**src/rtl/mul_seq_32.sv**
```systemverilog
// mul_seq_32: multi-cycle shift-add multiplier.
//
// Each operation takes WIDTH EXEC cycles followed by one DONE cycle. Signed
// operands are turned into magnitudes on entry, and the sign is applied to the
// product in DONE.
//
// Handshake: op_start is a one-cycle request. It is accepted only in IDLE and
// only when op_clear is low. op_done is a registered one-cycle pulse. The new
// result_hi/result_lo are valid in the same cycle that op_done is high.
// Requests made while busy or in DONE are dropped, not queued.
//
// Ports:
//   clk          system clock, rising edge
//   reset        asynchronous active-high reset
//   op_start     start request (sampled in IDLE)
//   op_clear     synchronous clear of FSM and results (wins over op_start)
//   is_signed    1 = two's-complement operands (sampled with op_start)
//   multiplicand operand A
//   multiplier   operand B
//   result_lo    product bits [WIDTH-1:0]
//   result_hi    product bits [2*WIDTH-1:WIDTH]
//   busy         high while iterating (EXEC)
//   op_done      one-cycle pulse when results update
module mul_seq_32 #(
    parameter int WIDTH = 32
) (
    input  logic             clk,
    input  logic             reset,
    input  logic             op_start,
    input  logic             op_clear,
    input  logic             is_signed,
    input  logic [WIDTH-1:0] multiplicand,
    input  logic [WIDTH-1:0] multiplier,
    output logic [WIDTH-1:0] result_lo,
    output logic [WIDTH-1:0] result_hi,
    output logic             busy,
    output logic             op_done
);

    localparam int CW = $clog2(WIDTH + 1);

    typedef enum logic [1:0] {
        IDLE = 2'd0,
        EXEC = 2'd1,
        DONE = 2'd2
    } state_t;

    state_t state, state_nxt;

    logic [CW-1:0]    counter;
    logic [WIDTH-1:0] a_reg;
    logic [WIDTH-1:0] b_reg;      // multiplier bits, with the low product bits shifted in
    logic [WIDTH-1:0] acc_hi;
    logic             neg_flag;

    logic             last_iter;
    logic [WIDTH:0]   sum;
    logic [WIDTH-1:0] a_abs;
    logic [WIDTH-1:0] b_abs;
    logic [2*WIDTH-1:0] product_mag;
    logic [2*WIDTH-1:0] product;

    assign last_iter = (counter == CW'(WIDTH - 1));
    assign busy      = (state == EXEC);

    // Magnitudes. The most-negative value maps to itself, which is the
    // correct unsigned magnitude.
    assign a_abs = (is_signed && multiplicand[WIDTH-1]) ? -multiplicand : multiplicand;
    assign b_abs = (is_signed && multiplier[WIDTH-1])   ? -multiplier   : multiplier;

    // Conditional add into the upper half. The carry is kept in sum[WIDTH].
    assign sum = {1'b0, acc_hi} + (b_reg[0] ? {1'b0, a_reg} : {(WIDTH+1){1'b0}});

    assign product_mag = {acc_hi, b_reg};
    assign product     = neg_flag ? -product_mag : product_mag;

    // State register
    always_ff @(posedge clk or posedge reset) begin
        if (reset) begin
            state <= IDLE;
        end else begin
            state <= state_nxt;
        end
    end

    // Next-state logic
    always_comb begin
        state_nxt = state;
        if (op_clear) begin
            state_nxt = IDLE;
        end else begin
            case (state)
                IDLE:    if (op_start) state_nxt = EXEC;
                EXEC:    if (last_iter) state_nxt = DONE;
                DONE:    state_nxt = IDLE;
                default: state_nxt = IDLE;
            endcase
        end
    end

    // Datapath and registered outputs
    always_ff @(posedge clk or posedge reset) begin
        if (reset) begin
            counter   <= '0;
            a_reg     <= '0;
            b_reg     <= '0;
            acc_hi    <= '0;
            neg_flag  <= 1'b0;
            result_lo <= '0;
            result_hi <= '0;
            op_done   <= 1'b0;
        end else if (op_clear) begin
            counter   <= '0;
            a_reg     <= '0;
            b_reg     <= '0;
            acc_hi    <= '0;
            neg_flag  <= 1'b0;
            result_lo <= '0;
            result_hi <= '0;
            op_done   <= 1'b0;
        end else begin
            op_done <= 1'b0;
            case (state)
                IDLE: begin
                    if (op_start) begin
                        a_reg    <= a_abs;
                        b_reg    <= b_abs;
                        acc_hi   <= '0;
                        counter  <= '0;
                        neg_flag <= is_signed & (multiplicand[WIDTH-1] ^ multiplier[WIDTH-1]);
                    end
                end
                EXEC: begin
                    // Shift {carry, acc_hi, b_reg} right by one.
                    acc_hi  <= sum[WIDTH:1];
                    b_reg   <= {sum[0], b_reg[WIDTH-1:1]};
                    counter <= counter + CW'(1);
                end
                DONE: begin
                    result_hi <= product[2*WIDTH-1:WIDTH];
                    result_lo <= product[WIDTH-1:0];
                    op_done   <= 1'b1;
                end
                default: ;
            endcase
        end
    end

endmodule

```
**config.mk**
```make
export PLATFORM = sky130hd
export DESIGN_NAME = mul_seq_32
export DESIGN_NICKNAME = d
export VERILOG_FILES = /design/src/rtl/mul_seq_32.sv
export SDC_FILE = /design/constraint.sdc
export NUM_CORES = 1
export LEC_CHECK = 0
export BUFFER_PORTS_ARGS = -buffer_cell sky130_fd_sc_hd__buf_2
export CAP_MARGIN = 20
export CORE_MARGIN = 2
export CORE_UTILIZATION = 40
export DETAILED_ROUTE_END_ITERATION = 8
export HOLD_SLACK_MARGIN = 0.03
export PLACE_DENSITY = 0.63
export SLEW_MARGIN = 20
export SYNTH_ARGS = -nofsm -noshare
export SYNTH_HDL_FRONTEND = slang
export SYNTH_SLANG_ARGS = --single-unit
```
**constraint.sdc**
```tcl
create_clock -name clk -period 11.1 [get_ports clk]
set_input_delay 0.555 -clock clk [delete_from_list [all_inputs] [get_ports clk]]
set_output_delay 0.555 -clock clk [all_outputs]
set_load 0.01 [all_outputs]
```
==> results of run 1 <==
==> metrics by stage <==
step	cell area [µm²]	util [%]	setup WS, ns
final	12500	46.4	7.39
after global routing	12500	46.4	7.07
after CTS	12500	46.4	7.47
after detailed placement	11900	44.2	7.52
after global placement	11900	44.1	7.61
after floorplan	11000	-	5.94
==> layout make-up <==
class,instances,share of cell area [%]
Tap cell,341,3.41
Clock inverter,15,1.41
Clock buffer,17,3.40
Timing Repair Buffer,142,6.00
Sequential cell,170,34.0
Multi-Input combinational cell,1028,50.8
Inverter,32,1.00
==> cell usage after synthesis, types with 3 or more instances <==
cell,number,share of area (%)
nand2_1,185,6.3
dfrtp_1,170,39
o21ai_0,170,7.8
xor2_1,112,8.9
nor2_1,84,2.9
a21oi_1,75,3.4
clkbuf_1,71,2.4
o31ai_1,41,2.8
and2_1,36,2.1
ha_1,36,4.1
xnor2_1,35,2.8
inv_1,32,1.1
a211oi_1,22,1.5
nand3_1,22,1.0
nor3_1,21,0.96
a22oi_1,19,1.3
or3_1,17,0.97
a21o_1,13,0.89
nand4_1,13,0.74
nor4_1,11,0.63
o41ai_1,11,0.88
or4_1,11,0.75
a31oi_1,9,0.51
nand2b_1,8,0.46
o211ai_1,7,0.48
o2111ai_1,5,0.40
o21a_1,5,0.34
or2_2,5,0.28
o21bai_1,4,0.27
o22ai_1,4,0.23
a211o_1,3,0.24
a22o_1,3,0.24
nand3b_1,3,0.21
nor2b_1,3,0.17
==> path summary, 6_finish.rpt <==
path                                             end  slack [ns]  depth (start not counted)
max                           acc_hi[24]$_DFFE_PP0P_        7.39                          9
min                         result_lo[5]$_DFFE_PP0P_        0.27                          2
max reg2reg                   acc_hi[24]$_DFFE_PP0P_        7.39                          9
min in group clk                a_reg[0]$_DFFE_PP0P_        0.37                          3
max in group asynchronous       neg_flag$_DFFE_PP0P_        9.33                          3
min reg2reg                result_lo[30]$_DFFE_PP0P_        0.47                          2
==> report_power, final <==
group,internal (µW),switching (µW)
Clock,304,302
Sequential,657,61.3
Combinational,113,198
==> cell families after synthesis <==
logic type	count (synthesis)	share of synthesized area, %
adder cells (fa/ha/maj)	37	4.29
AO/OA/AOI/OAI	407	22.7
AND/OR/NAND/NOR	435	18.8
buffers and inverters	105	3.60
flip-flops	170	38.8
XOR/XNOR	147	11.7
multiplexers	2	0.182
==> per-layer routing <==
| metal | share of wire (%) | global-route usage (%) | up-vias |
|---|---|---|---|
| met5 | 0.043 | 0 | - |
| met4 | 1.4 | 5.31 | 2 |
| met3 | 5.5 | 3.08 | 30 |
| met2 | 43 | 31.3 | 289 |
| met1 | 51 | 32.6 | 4598 |
| li1 | - | - | 4829 |
==> worst max-delay path: stages, from the launching register on <==
cell and delay (ns):
dfrtp_1 0.68, and2_1 0.30, ha_1 0.44, nand4_1 0.17
a211oi_1 0.23, o21ai_0 0.26, a2111oi_0 0.87, o21ai_0 0.23
and3_1 0.23, o31ai_1 0.21
==> run summary, run 1 <==
Status: completed
Final hold slack: 0.272 ns
GRT Total Usage: 21.3%
Root Driver: clkbuf_16
Multi-input logic area: 0.00635 mm²
Slew headroom: 29.4%
Share of post-route cells with drive strength above 1: 13.7%
VDD IR max: 0.101 mV
CTS clk-pin slew, worst paths: 0.08 ns
Number of remaining DRC errors: 0
Crit path from: b_reg[0]$_DFFE_PP0P_
Final setup vio count: 0
Routability cong.: 0.922
Nets: 1497
Iter 0 DRT Violations: 827
Syn Inst Count: 1303
Clock sink count: 170
Fill count: 2629
N_diodes: 0
Pre-antenna DRT Iters: 5
Post-synth EDFFs: 0
First-pass GRT wire length: 48800 µm
Ys async rst share: 100%
Period Utilization, post-route: 33.4%
Final Max Tran Viols: 0
Actual slew at the worst max-slew pin: 1.06 ns
Placed insts: 1713
Max clock buf depth: 2
Layout Cells excl Fill: 1745
RSZ-0062 raised after global routing: false
Crit. End Element: register
Power, Total: 1640 µW
Vias per cell: 5.59
Drt wl/cell: 17.4 µm
Yosys cell types: 60
Total die area: 0.0288 mm²
Syn nets: 1409
Seq cells post-synth: 170
Die extent in x: 170 µm
Max frequency: 270 MHz
Initial antenna violation count: 1
I/O pin total: 135
Synth-to-Final Area Change: 14.0%
Post-DP HPWL: 22600 µm
Worst-skew pair later-pin latency: 0.45 ns
Die Y-Extent: 170 µm
Clk_skew: 0.0112 ns
PwrDens: 131 mW/mm²
Synth Area per Inst: 8.43 µm²
Main synth FF type: dfrtp_1
Post-cts sizing count: 0
Initial Util: 40.7%
Core Rows: 60
Synth Cell Area: 0.0110 mm²
Setup bufs post-CTS: 0
Final Hold Fails: 0
Reg area: 0.00426 mm²
IO Port Bufs: 134
Reg2reg start: b_reg[0]$_DFFE_PP0P_
Largest net degree at the start of global routing: 103
Core Area: 0.0270 mm²
CTS tree: yes
Vias in the first global route: 9140
Fin Setup TNS: 0 ns
Critical Path RT: 11.45 ns
Max FO, Critical Path: 36
Worst setup SP type: register
WS Path Type: register to register
Leak Pwr: 0.00552 µW
Drt total wl: 30400 µm
Gr ovfl total: 0
Worst Hold Class: primary input to async pin
Most frequent cells in the layout: nand2_1 (185), o21ai_0 (170), dfrtp_1 (169), buf_2 (134), xor2_1 (112)
Warnings, synthesis: 0
Hold Buf Count CTS: 0
Data arrival, critical path: 4.06 ns
Max-Cap Viols: 0
Min cycle time layout: 3.71 ns
Most common cell after layout, fill and taps aside: nand2_1
Vias: 9748
CTS Buf Count: 17
Number of H-tree levels: 4
Sequential fraction of the synthesis area: 38.8%
ANT nets after route: 0
Note: power is estimated with default switching activity, not from simulation.
==> run 2, diff against run 1 <==
==> constraint.sdc (replaced) <==
create_clock -name clk -period 3.8 [get_ports clk]
set_input_delay 0.19 -clock clk [delete_from_list [all_inputs] [get_ports clk]]
set_output_delay 0.19 -clock clk [all_outputs]
set_load 0.01 [all_outputs]
==> run summary, run 2 (synthesized netlist as in run 1, its figures left out) <==
Status: complete, but fails checks
Failing checks: negative hold slack
Power, Total: 4810 µW (+190%)
Critical Path RT: 4.12 ns (-7.33 ns)
Root Driver: clkbuf_16
Largest net degree at the start of global routing: 171 (+66%)
P_int: 3160 µW (+190%)
Crit path cell chain: or4_4 -> or3_4 -> or4b_1 -> or3_4 -> o41ai_4 -> xor2_1 -> o21ai_1
GRT Total Usage: 21.2% (about the same)
Initial antenna violation count: 1 (unchanged)
Share of post-route cells with drive strength above 1: 14.2% (+0.53 points)
RSZ-0062 raised after global routing: false
Core Area: 0.0270 mm² (unchanged)
Final Util: 46.9% (+0.45 points)
Pre-antenna DRT Iters: 5 (unchanged)
Fill count: 2657 (+1.1%)
Multi-input logic area: 0.00635 mm² (about the same)
Sequential share of power: 43.2% (-0.7 points)
Worst reg-to-reg setup slack: 0.66 ns (-6.73 ns)
Max clock buf depth: 2 (unchanged)
R2R depth: 7 (-2)
Share of total power in the clock network: 36.9% (about the same)
PwrDens: 381 mW/mm² (+190%)
Final Max Tran Viols: 0 (unchanged)
VDD IR max: 0.276 mV (+170%)
Reg2reg start: b_reg[9]$_DFFE_PP0P_
Final Hold Fails: 6 (+6)
Most frequent cells in the layout: nand2_1 (185), o21ai_0 (170), dfrtp_1 (169), buf_2 (134), xor2_1 (112)
Min cycle time layout: 3.14 ns (-0.573 ns)
Switching share of power: 34.3% (-0.037 points)
Leak Pwr: 0.00559 µW (+1.2%)
CTS Buf Count: 17 (unchanged)
Max-Cap Viols: 0 (unchanged)
Crit-path leading delay family: simple AND/OR/NAND/NOR gates
Gr ovfl total: 0 (unchanged)
Post-DP HPWL: 22600 µm (-0.33%)
Worst-skew pair later-pin latency: 0.44 ns (about the same)
Initial Util: 40.7% (unchanged)
Die extent in x: 170 µm (unchanged)
Critical path's largest stage delay: 0.69 ns (-0.18 ns)
Number of remaining DRC errors: 0 (unchanged)
Slew headroom: 29.3% (-0.14 points)
Fin Setup TNS: 0 ns (unchanged)
Reg2reg end: result_hi[13]$_DFFE_PP0P_
Period Utilization, post-route: 82.5% (+49 points)
Drt total wl: 30500 µm (+0.52%)
Combinational group share of total power: 19.9% (+0.8 points)
Die Y-Extent: 170 µm (unchanged)
Final hold slack: -0.0395 ns (-0.311 ns)
Vias in the first global route: 9052 (-0.96%)
Total die area: 0.0288 mm² (unchanged)
Vias per cell: 5.60 (+0.33%)
Clock sink count: 170 (unchanged)
First-pass GRT wire length: 49000 µm (+0.44%)
Reg area: 0.00426 mm² (unchanged)
NetSw: 1650 µW (+190%)
Max FO, Critical Path: 10 (-72%)
Number of H-tree levels: 4 (unchanged)
N_diodes: 0 (unchanged)
Worst Hold Class: primary input to async pin
Vias: 9842 (+0.96%)
Most common cell after layout, fill and taps aside: nand2_1
Drt wl/cell: 17.4 µm (-0.11%)
Iter 0 DRT Violations: 838 (+1.3%)
Max frequency: 319 MHz (+18%)
CP max-delay cell: or4b_1
Most numerous cell on the critical path: or3_4
Final worst slack: 0.663 ns (-6.73 ns)
Clk_skew: 0.0119 ns (+0.000691 ns)
Routability cong.: 0.884 (-4.1%)
Synth-to-Final Area Change: 15.1%
I/O pin total: 135 (unchanged)
Core Rows: 60 (unchanged)
CTS tree: yes
Actual slew at the worst max-slew pin: 1.06 ns (+0.00469 ns)
Final setup vio count: 0 (unchanged)
WS Path Type: register to register
CTS clk-pin slew, worst paths: 0.08 ns (about the same)
Crit. End Element: register
ANT nets after route: 0 (unchanged)
Nets: 1508 (+0.73%)
IO Port Bufs: 134 (unchanged)
Data arrival, critical path: 3.46 ns (-0.60 ns)
Buf/Inv on CP: 0 (unchanged)
Worst setup SP type: register
Worst slack at placement: 0.690 ns (-6.83 ns)
## run 2: cell count changes in the layout (fill, tap and decap cells not counted), sizes merged
cell	change
buf	+10
clkinv	+3
inv	-3
dlygate4sd3	+1
## run 2: worst max-delay path by stage
stage | startpoint | end | slack (ns) | cells after the start
2_1_floorplan | b_reg[0]$_DFFE_PP0P_ | acc_hi[29]$_DFFE_PP0P_ | 0.78 | 13
3_3_place_gp | b_reg[9]$_DFFE_PP0P_ | result_hi[13]$_DFFE_PP0P_ | 0.67 | 7
3_5_place_dp | b_reg[9]$_DFFE_PP0P_ | result_hi[13]$_DFFE_PP0P_ | 0.69 | 7
5_1_grt | b_reg[9]$_DFFE_PP0P_ | result_hi[28]$_DFFE_PP0P_ | 0.42 | 7
6_report | b_reg[9]$_DFFE_PP0P_ | result_hi[13]$_DFFE_PP0P_ | 0.66 | 7
4_1_cts | b_reg[9]$_DFFE_PP0P_ | result_hi[13]$_DFFE_PP0P_ | 0.68 | 7
## run 2: final cells by class
class	instances	area share [%]
Multi-Input combinational cell	1028	50.3
Timing Repair Buffer	153	6.87
Tap cell	341	3.38
Inverter	32	0.980
Clock buffer	17	3.37
Sequential cell	170	33.7
Clock inverter	15	1.47
## run 2: power groups by stage
stage	combinational [µW]	sequential [µW]	clock, µW
global placement	932	2100	0
CTS	949	2080	1800
finish	956	2080	1770
global route	1070	2100	1880
detailed placement	945	2110	0
floorplan	687	2040	0
## run 2: per-layer routing
layer	GRT usage (%)	part of all wire, %
met5	0	0.043
met1	33.2	52
met3	2.89	4.8
met2	30.7	42
met4	5.02	1.2
## run 2: per-stage QoR
stage | area, µm² | instances | hold WS [ns]
2_1_floorplan | 11000 | 1303 | 0.321
3_5_place_dp | 12000 | 1722 | 0.465
6_report | 12600 | 1756 | -0.0395
5_1_grt | 12600 | 1756 | 0.0493
3_3_place_gp | 12000 | 1721 | 0.457
4_1_cts | 12600 | 1755 | 0.0339
## run 2: what timing repair did
item	4_1_cts	5_1_grt
resized for setup	0	0
buffers inserted	0	0
endpoints found under the hold margin	1	0
hold buffers	1	0
## run 2: worst register-to-register path, cell delays in order (launching register included)
cell and delay [ns]:
dfrtp_1 0.46, or4_4 0.58, or3_4 0.38, or4b_1 0.70, or3_4 0.45, o41ai_4 0.22, xor2_1 0.17, o21ai_1 0.07
